### src/rtl/ysyx_25040105_ifu.sv
// Instruction fetch unit: holds the PC, issues one word read at a time and
// hands each fetched word with its PC to decode over a valid/ready handshake.
module ysyx_25040105_ifu #(
    parameter int              XLEN     = 32,
    parameter logic [XLEN-1:0] RESET_PC = 32'h8000_0000
) (
    input  logic            clk,
    input  logic            rst,
    input  logic            redirect_valid,
    input  logic [XLEN-1:0] redirect_pc,
    output logic            imem_req_valid,
    input  logic            imem_req_ready,
    output logic [XLEN-1:0] imem_req_addr,
    input  logic            imem_resp_valid,
    input  logic [XLEN-1:0] imem_resp_data,
    input  logic            imem_resp_err,
    output logic            inst_valid,
    input  logic            inst_ready,
    output logic [31:0]     inst,
    output logic [XLEN-1:0] inst_pc,
    output logic            inst_err,
    output logic [31:0]     fetch_cnt
);

    typedef enum logic [1:0] {
        S_REQ,
        S_WAIT,
        S_OUT
    } state_t;

    state_t          r_state;
    logic [XLEN-1:0] r_pc;
    logic            r_drop;
    logic [31:0]     r_inst;
    logic            r_inst_err;
    logic [31:0]     r_fetch_cnt;

    state_t          w_state_next;
    logic [XLEN-1:0] w_pc_next;
    logic            w_drop_next;
    logic [31:0]     w_inst_next;
    logic            w_inst_err_next;
    logic [31:0]     w_fetch_cnt_next;
    logic [XLEN-1:0] w_redirect_tgt;

    assign w_redirect_tgt = redirect_pc & ~XLEN'(3);

    always_ff @(posedge clk) begin
        if (rst) begin
            r_state     <= S_REQ;
            r_pc        <= RESET_PC;
            r_drop      <= 1'b0;
            r_inst      <= 32'd0;
            r_inst_err  <= 1'b0;
            r_fetch_cnt <= 32'd0;
        end else begin
            r_state     <= w_state_next;
            r_pc        <= w_pc_next;
            r_drop      <= w_drop_next;
            r_inst      <= w_inst_next;
            r_inst_err  <= w_inst_err_next;
            r_fetch_cnt <= w_fetch_cnt_next;
        end
    end

    // Redirect always wins over sequential pc+4; a response that belongs to
    // the pre-redirect stream is discarded via r_drop.
    always_comb begin
        w_state_next     = r_state;
        w_pc_next        = r_pc;
        w_drop_next      = r_drop;
        w_inst_next      = r_inst;
        w_inst_err_next  = r_inst_err;
        w_fetch_cnt_next = r_fetch_cnt;
        case (r_state)
            S_REQ: begin
                if (redirect_valid) begin
                    w_pc_next = w_redirect_tgt;
                end
                if (imem_req_ready) begin
                    w_state_next = S_WAIT;
                    w_drop_next  = redirect_valid;
                end
            end
            S_WAIT: begin
                if (imem_resp_valid) begin
                    w_drop_next = 1'b0;
                    if (r_drop || redirect_valid) begin
                        w_state_next = S_REQ;
                    end else begin
                        w_inst_next     = imem_resp_data[31:0];
                        w_inst_err_next = imem_resp_err;
                        w_state_next    = S_OUT;
                    end
                    if (redirect_valid) begin
                        w_pc_next = w_redirect_tgt;
                    end
                end else if (redirect_valid) begin
                    w_drop_next = 1'b1;
                    w_pc_next   = w_redirect_tgt;
                end
            end
            S_OUT: begin
                if (inst_ready) begin
                    w_fetch_cnt_next = r_fetch_cnt + 32'd1;
                    w_state_next     = S_REQ;
                    w_pc_next        = redirect_valid ? w_redirect_tgt : r_pc + XLEN'(4);
                end else if (redirect_valid) begin
                    w_state_next = S_REQ;
                    w_pc_next    = w_redirect_tgt;
                end
            end
            default: begin
                w_state_next = S_REQ;
            end
        endcase
    end

    assign imem_req_valid = (r_state == S_REQ) && !rst;
    assign inst_valid     = (r_state == S_OUT) && !rst;
    assign imem_req_addr  = r_pc & ~XLEN'(3);
    assign inst           = r_inst;
    assign inst_pc        = r_pc;
    assign inst_err       = r_inst_err;
    assign fetch_cnt      = r_fetch_cnt;

endmodule

### config.mk
export PLATFORM = sky130hd
export DESIGN_NAME = ysyx_25040105_ifu
export DESIGN_NICKNAME = d
export VERILOG_FILES = /design/src/rtl/ysyx_25040105_ifu.sv
export SDC_FILE = /design/constraint.sdc
export NUM_CORES = 1
export LEC_CHECK = 0
export CORE_MARGIN = 2
export CORE_UTILIZATION = 44
export CTS_CLUSTER_SIZE = 40
export DETAILED_ROUTE_END_ITERATION = 10
export MAX_ROUTING_LAYER = met4
export PLACE_DENSITY_LB_ADDON = 0.25
export SLEW_MARGIN = 20
export SYNTH_ARGS = -nofsm -noshare
export SYNTH_HDL_FRONTEND = slang
export SYNTH_SLANG_ARGS = --single-unit
### constraint.sdc
create_clock -name clk -period 2.35 [get_ports clk]
set_input_delay 0.5875 -clock clk [delete_from_list [all_inputs] [get_ports clk]]
set_output_delay 0.5875 -clock clk [all_outputs]
set_load 0.02 [all_outputs]
* Word level (Yosys, flattened, before mapping)
Index checks and enable logic that the tools add are counted.
** Operators by class
- Add/subtract/negate cells :: 2
- Reductions and logical operators :: 12
- Bitwise operators :: 1
- Equal/unequal tests :: 6
- Multiplexer cells :: 14
** Operators by type and width (number)
- two-way mux 32 bit :: 3
- case mux 32 bit (2 select lines) :: 1
- adder 32 x 1 -> 32 bit, second input constant :: 1
- adder 32 x 3 -> 32 bit, second input constant :: 1
- two-way mux 2 bit :: 5
- AND reduction 3 bit :: 3
- inequality test 3 bit, second input constant :: 2
- case mux 2 bit (3 select lines) :: 1
- inequality test 2 bit, second input constant :: 2
- nonzero test 2 bit :: 2
- two-way mux 1 bit :: 3
- equality test 2 x 1 -> 1 bit, second input constant :: 1
- equality test 2 bit, second input constant :: 1
- logical AND 1 bit :: 2
- zero test 2 bit :: 1
- case mux 1 bit (2 select lines) :: 1
- AND reduction 2 bit :: 1
- OR reduction 2 bit :: 1
- zero test 1 bit :: 1
- logical OR 1 bit :: 1
- NOT 1 bit :: 1
** Storage, ports and cells
- Output and inout port bits :: 131
- Bits of input ports :: 71
- Bits in registers :: 100

* Depth between registers and ports, before layout
Gate-level depths: netlist of run 1.
- Word-level depth :: 4
- Gate-level depth with buffers :: 7

* Least setup slack after synthesis of run 1
OpenSTA, ideal clock, no wires.
- Path kind :: input port to output port
- Start :: in rst
- End :: out inst_valid
- Required time :: 1.762 ns
- Stages on the path :: 3
- Data arrival time :: 1.283 ns
- Slack :: 0.479 ns
- Path through :: clkbuf_1 clkbuf_1 nor2_1
** Between the ends
- Word-level cells in the longest chain between the ends :: 2
** Ends and longest elaborated chain
- start: declaration :: RTL line 8 : input logic rst,
- zero test 1 bit :: RTL line 120 : assign inst_valid = (r_state == S_OUT) && !rst;
- logical AND 1 bit :: RTL line 120
- end: declaration :: RTL line 17 : output logic inst_valid,
Every way passes these cells.

* Worst setup path in the final report of run 1
- Start :: in inst_ready
- End :: reg r_pc[14] (netlist: inst_pc[14])
** Between the ends
- Word-level cells in the longest chain between the ends :: 2
** Ends and longest elaborated chain
- start: declaration :: RTL line 18 : input logic inst_ready,
- two-way mux 32 bit :: RTL line 104 : if (inst_ready) begin
- case mux 32 bit (2 select lines) :: RTL line 75 : case (r_state)
- end signal: assignment :: RTL line 58 : r_pc <= w_pc_next;
- end: declaration :: RTL line 32 : logic [XLEN-1:0] r_pc;
Every way passes these cells.
A chain may end at the register's enable or synchronous reset.

==> results of run 1 <==
registers in the layout (all words and copies together), names as in the netlist:
signal and count:
inst_err 1, r_drop 1, inst_pc 32, fetch_cnt 32
inst 32, r_state 2
power breakdown:
part,leakage [nW],switching (W),total [W],internal [W]
clock,0.132,0.000676,0.00140,0.000724
sequential,0.813,0.0000553,0.00180,0.00174
combinational,1.71,0.000290,0.000597,0.000307
through the flow:
step / TNS [ns] / std cells
3_3_place_gp: -0.1641 / 953
2_1_floorplan: 0 / 646
6_report: 0 / 969
3_5_place_dp: -0.4065 / 953
5_1_grt: 0 / 969
4_1_cts: 0 / 969
final timing paths:
| check | from | to | slack [ns] | cells past startpoint |
|---|---|---|---|---|
| worst max-delay path | inst_ready | inst_pc[14]$_SDFFE_PP0P_ | 0.22 | 8 |
| worst min-delay path | inst[25]$_SDFFE_PP0P_ | inst[25]$_SDFFE_PP0P_ | 0.46 | 2 |
| worst max register to register | inst_pc[10]$_SDFFE_PP0P_ | inst_pc[23]$_SDFFE_PP0P_ | 0.33 | 7 |
| worst min register to register | inst[25]$_SDFFE_PP0P_ | inst[25]$_SDFFE_PP0P_ | 0.46 | 2 |
cell usage in the layout (no fill, tap or decap), drive strengths merged, types with 6 or more instances in the layout:
master / synthesis / routed
a21oi: 50 / 50
a31oi: 13 / 13
and2: 6 / 6
and3: 9 / 9
and4: 9 / 9
buf: 40 / 45
clkbuf: 36 / 9
clkdlybuf4s50: 0 / 193
dfxtp: 100 / 100
inv: 12 / 14
mux2i: 7 / 7
nand2: 111 / 111
nand3: 23 / 23
nand4: 23 / 23
nor2: 61 / 61
nor3: 28 / 28
nor4: 10 / 10
o21ai: 17 / 17
xnor2: 23 / 23
xor2: 8 / 8
cell families after synthesis:
kind of cell,after synthesis,share of synthesized area
AND/OR/NAND/NOR,300,0.2910
AO/OA/AOI/OAI,116,0.1413
flip-flops,100,0.3939
buffers and inverters,88,0.1009
XOR/XNOR,31,0.05342
multiplexers,7,0.01379
adder cells (fa/ha/maj),2,0.004923
other,1,0.0007378
final cells by class:
type,instances,share of cell area
repair buffers,240,0.3132
flip-flops and latches,100,0.2705
well taps,143,0.02418
clock buffers,9,0.03044
multi-input cells,458,0.3487
inverters,12,0.006087
clock inverters,7,0.006933
layer usage:
metal  up-vias  share of wire  routed length [um]  GRT usage
met3        24          0.072                1065    0.04845
met1      2472           0.42                6180     0.2853
li1       2563              -                   -          -
met4         0          0.019                 282    0.07901
met2       215           0.49                7262     0.3980
met5         -              0                   0          -
worst min-delay path, stage by stage (launching register included):
cell     delay [ns]
dfxtp_1        0.31
nand2_1        0.05
a21oi_1        0.05
timing repair:
action	CTS	global route
setup endpoints to repair	0	2
gates resized for setup	0	2
endpoints found under the hold margin	0	0
hold buffers	0	0
==> qor.yml, run 1 <==
run_status: "completed"
antenna_cells: 0
cp_max_fo: 5
place.gp.congestion: 0.9295
fin_skew_ns: 0.006862
yosysUniqueCellTypes: 65
synth_edf_count: 0
crit_family: "buffers and inverters"
fin_ws_ns: 0.2173
slew_headroom: 0.5513
antenna_violating_nets_post_route: 0
route.vias.total: 5274
ys_warn_count: 0
max_cap_viol_count: 0
vias_per_cell: 5.443
crit_buf_inv: 3
fmax_ghz: 0.4689
seq_area_frac_synth: 0.3939
utilization: 0.6536
initial_utilization: 0.4489
die_y_um: 111.5
synthFlopType: "dfxtp_1"
layout.nets: 894
worstMarginPinSlew_ns: 0.6731
wl_mm: 14.79
ys_seq_elements: 100
place_area_um2: 7118
firstDrtPassIters: 5
cts.sinks: 100
cts_buffer_depth: 2
critPathMaxStageDelay_ns: 0.49
hold_violations: 0
hold_slack_ns: 0.4557
drc: 0
nFillCells: 966
p_leak_nw: 2.652
setup_viol: 0
cp-start-kind: "input pin"
numPortBuffers: 197
path_class: "in -> reg"
cts_buffers: 9
crit_top_cell: "buf_4"
drt_iter0_markers: 244
antenna_found_initial: 0
cp_slowest_cell: "clkdlybuf4s50_1"
dieArea_um2: 12430
clockRootBuffer: "clkbuf_16"
grt.overflow.total: 0
slew_violations: 0
grt_pass1_vias: 5059
multi_input_area_um2: 2580
grt.total_usage: 0.2370
min_period_over_period: 0.9075
endpoint_kind: "flip-flop"
post_cts.repair.setup_buffers: 0
ys_async_sr_fraction: 0
required_ns: 2.54
num_io_pins: 202
power_w: 0.003794
cts-htree-levels: 3
holdCritPathClass: "reg -> reg"
synthTopCellsByArea: "dfxtp_1 (39%), nand2_1 (8.2%), a21oi_1 (4.9%)"
fin_area_um2: 7400
grt_max_degree: 62
synth_area_um2: 5082
die_w_um: 111.5
drive_gt1_frac: 0.08959
arrival_ns: 2.33
synth.most_common_cell: "nand2_1"
avgSynthCellArea_um2: 7.880
seq_area_um2: 2002
synthTopCellsByCount: "nand2_1 (111), dfxtp_1 (100), nor2_1 (60)"
ir_drop_v: 0.0004604
power_density_nw_per_um2: 512.7
rsz0062_at_grt: "no"
cts_tree: "yes"
clk_pin_slew_ns: 0.07
synth_top_area_cell: "dfxtp_1"
row_count: 39
yosys.area.top_type_share: 0.3939
path_cells: "clkdlybuf4s50_1 > and3b_1 > buf_4 > and3_1 > buf_4 > nand3_1 > o311ai_0 > a31oi_1"
grt_pass1_wl_mm: 24.14
fin_crit_ns: 2.133
routedWlPerCell_um: 15.27
core_area_um2: 11320
dp_hpwl_mm: 10.73
clk_latency_ns: 0.34
area_delta_synth_final_pct: 45.59
place_ws_ns: -0.1262
syn_inst: 645
No activity file was read; power rests on OpenSTA's default activity.
==> run 2: changes to the inputs <==
PLACE_DENSITY = 0.83   (was not set)
PLACE_DENSITY_LB_ADDON = not set   (was 0.25)
==> run 2 against run 1 <==
Effect of this change:
- via count up 1.6%
- die area unchanged
- clock power up 17%
- highest routed layer unchanged
==> qor.yml, run 2 (synthesis gave the netlist of run 1 again) <==
layout.nets: 894  # unchanged
rsz0062_at_grt: "no"
holdCritPathClass: "reg -> reg"
required_ns: 2.58  # +0.04 ns
antenna_cells: 0  # unchanged
die_w_um: 111.5  # unchanged
p_switching_w: 0.001027  # +0.54%
p_int_w: 0.003015  # +8.8%
final_cells: 969  # unchanged
run_status: "completed"
cts_buffers: 9  # unchanged
tns_ns: 0  # unchanged
arrival_ns: 2.38  # +0.05 ns
fin_crit_ns: 2.151  # +0.01846 ns
route.vias.total: 5357  # +1.6%
grt_pass1_vias: 5087  # +0.55%
place_ws_ns: -0.1700  # -0.04383 ns
slew_violations: 0  # unchanged
numPortBuffers: 197  # unchanged
fmax_ghz: 0.4649  # -0.86%
drc: 0  # unchanged
p_comb_frac: 0.149  # -0.008
dieArea_um2: 12430  # unchanged
drt_iter0_markers: 344  # +41%
antenna_violating_nets_post_route: 0  # unchanged
setup_viol: 0  # unchanged
slew_headroom: 0.4761  # -0.07524
endpoint_kind: "flip-flop"
p_sw_frac: 0.2542  # -0.01518
dp_hpwl_mm: 11.05  # +3.0%
grt.total_usage: 0.2532  # +0.01620
area_delta_synth_final_pct: 46.36
cts-htree-levels: 3  # unchanged
power_density_nw_per_um2: 543.4  # +6.0%
firstDrtPassIters: 6  # +1
cp-start-kind: "input pin"
initial_utilization: 0.4489  # unchanged
p_leak_nw: 2.670  # +0.65%
path_class: "in -> reg"
cts_tree: "yes"
fin_ws_ns: 0.1989  # -0.01847 ns
antenna_found_initial: 0  # unchanged
place.gp.congestion: 0.9204  # -0.98%
num_io_pins: 202  # unchanged
routedWlPerCell_um: 16.38  # +7.3%
hold_violations: 0  # unchanged
final_cell_mix: "clkdlybuf4s50_1 (193), nand2_1 (111), dfxtp_1 (100)"
fin_skew_ns: 0.007780  # +0.0009182 ns
utilization: 0.6571  # +0.003426
grt_max_degree: 72  # +16%
post_cts.repair.setup_buffers: 0  # unchanged
cts.sinks: 100  # unchanged
core_area_um2: 11320  # unchanged
drive_gt1_frac: 0.08838  # -0.001211
clockRootBuffer: "clkbuf_16"
worstMarginPinSlew_ns: 0.7859  # +0.1129 ns
row_count: 39  # unchanged
grt_pass1_wl_mm: 25.13  # +4.1%
die_y_um: 111.5  # unchanged
vias_per_cell: 5.528  # +1.6%
min_period_over_period: 0.9154  # +0.007857
ir_drop_v: 0.0004714  # +2.4%
cts_buffer_depth: 2  # unchanged
seq_power_share: 0.446  # -0.027
dp_cells: 953  # unchanged
hold_slack_ns: 0.4550  # -0.0006620 ns
clk_latency_ns: 0.35  # about the same
final_common_cell: "clkdlybuf4s50_1"
clk_pin_slew_ns: 0.07  # about the same
p_clk_frac: 0.405  # +0.036
wl_mm: 15.87  # +7.3%
max_cap_viol_count: 0  # unchanged
grt.overflow.total: 0  # unchanged
cp_max_fo: 9  # +4
run 2: power by group through the flow:
stage | clock [W] | sequential (W) | combinational [W]
after floorplan | 0 | 0.00188 | 0.000264
after global placement | 0 | 0.00183 | 0.000587
after global routing | 0.00173 | 0.00181 | 0.000638
after CTS | 0.00166 | 0.00180 | 0.000602
final | 0.00164 | 0.00180 | 0.000602
after detailed placement | 0 | 0.00184 | 0.000598
run 2: stage by stage:
stage	total power [W]	instance area [um2]
final	0.004042	7438
after detailed placement	0.002436	7106
after CTS	0.004065	7433
after global placement	0.002420	7106
after floorplan	0.002146	5086
after global routing	0.004175	7438
run 2: cell type report:
cell class,count,area [um2]
Fill cell,929,3882
Multi-Input combinational cell,458,2580
Timing Repair Buffer,240,2305
Sequential cell,100,2002
Clock buffer,11,242.7
Tap cell,143,178.9
Clock inverter,5,85.08
Inverter,12,45.04
run 2: repair_timing:
| action | in CTS | in global routing |
|---|---|---|
| hold buffers | 0 | 0 |
| endpoints found under the setup margin | 0 | 2 |
| resized for setup | 0 | 2 |
run 2: critical path, cell delays in order:
cell and delay (ns):
clkdlybuf4s50_1 0.47, and3b_1 0.32, nand4_1 0.28, buf_4 0.25, nor3b_1 0.27, xnor2_1 0.15
nor2_1 0.05
run 2: worst paths after layout:
check	start	endpoint	slack (ns)	cells past startpoint
min	inst[15]$_SDFFE_PP0P_	inst[15]$_SDFFE_PP0P_	0.46	2
max reg2reg	inst_pc[10]$_SDFFE_PP0P_	inst_pc[23]$_SDFFE_PP0P_	0.21	6
max	inst_ready	fetch_cnt[14]$_SDFFE_PP0P_	0.20	7
min reg2reg	inst[15]$_SDFFE_PP0P_	inst[15]$_SDFFE_PP0P_	0.46	2
run 2: metal layers:
metal | up-vias | part of all wire | track usage
met5 | - | 0 | -
met4 | 0 | 0.027 | 0.1070
met3 | 43 | 0.080 | 0.05498
met2 | 262 | 0.49 | 0.4244
met1 | 2491 | 0.40 | 0.2942
li1 | 2561 | - | -
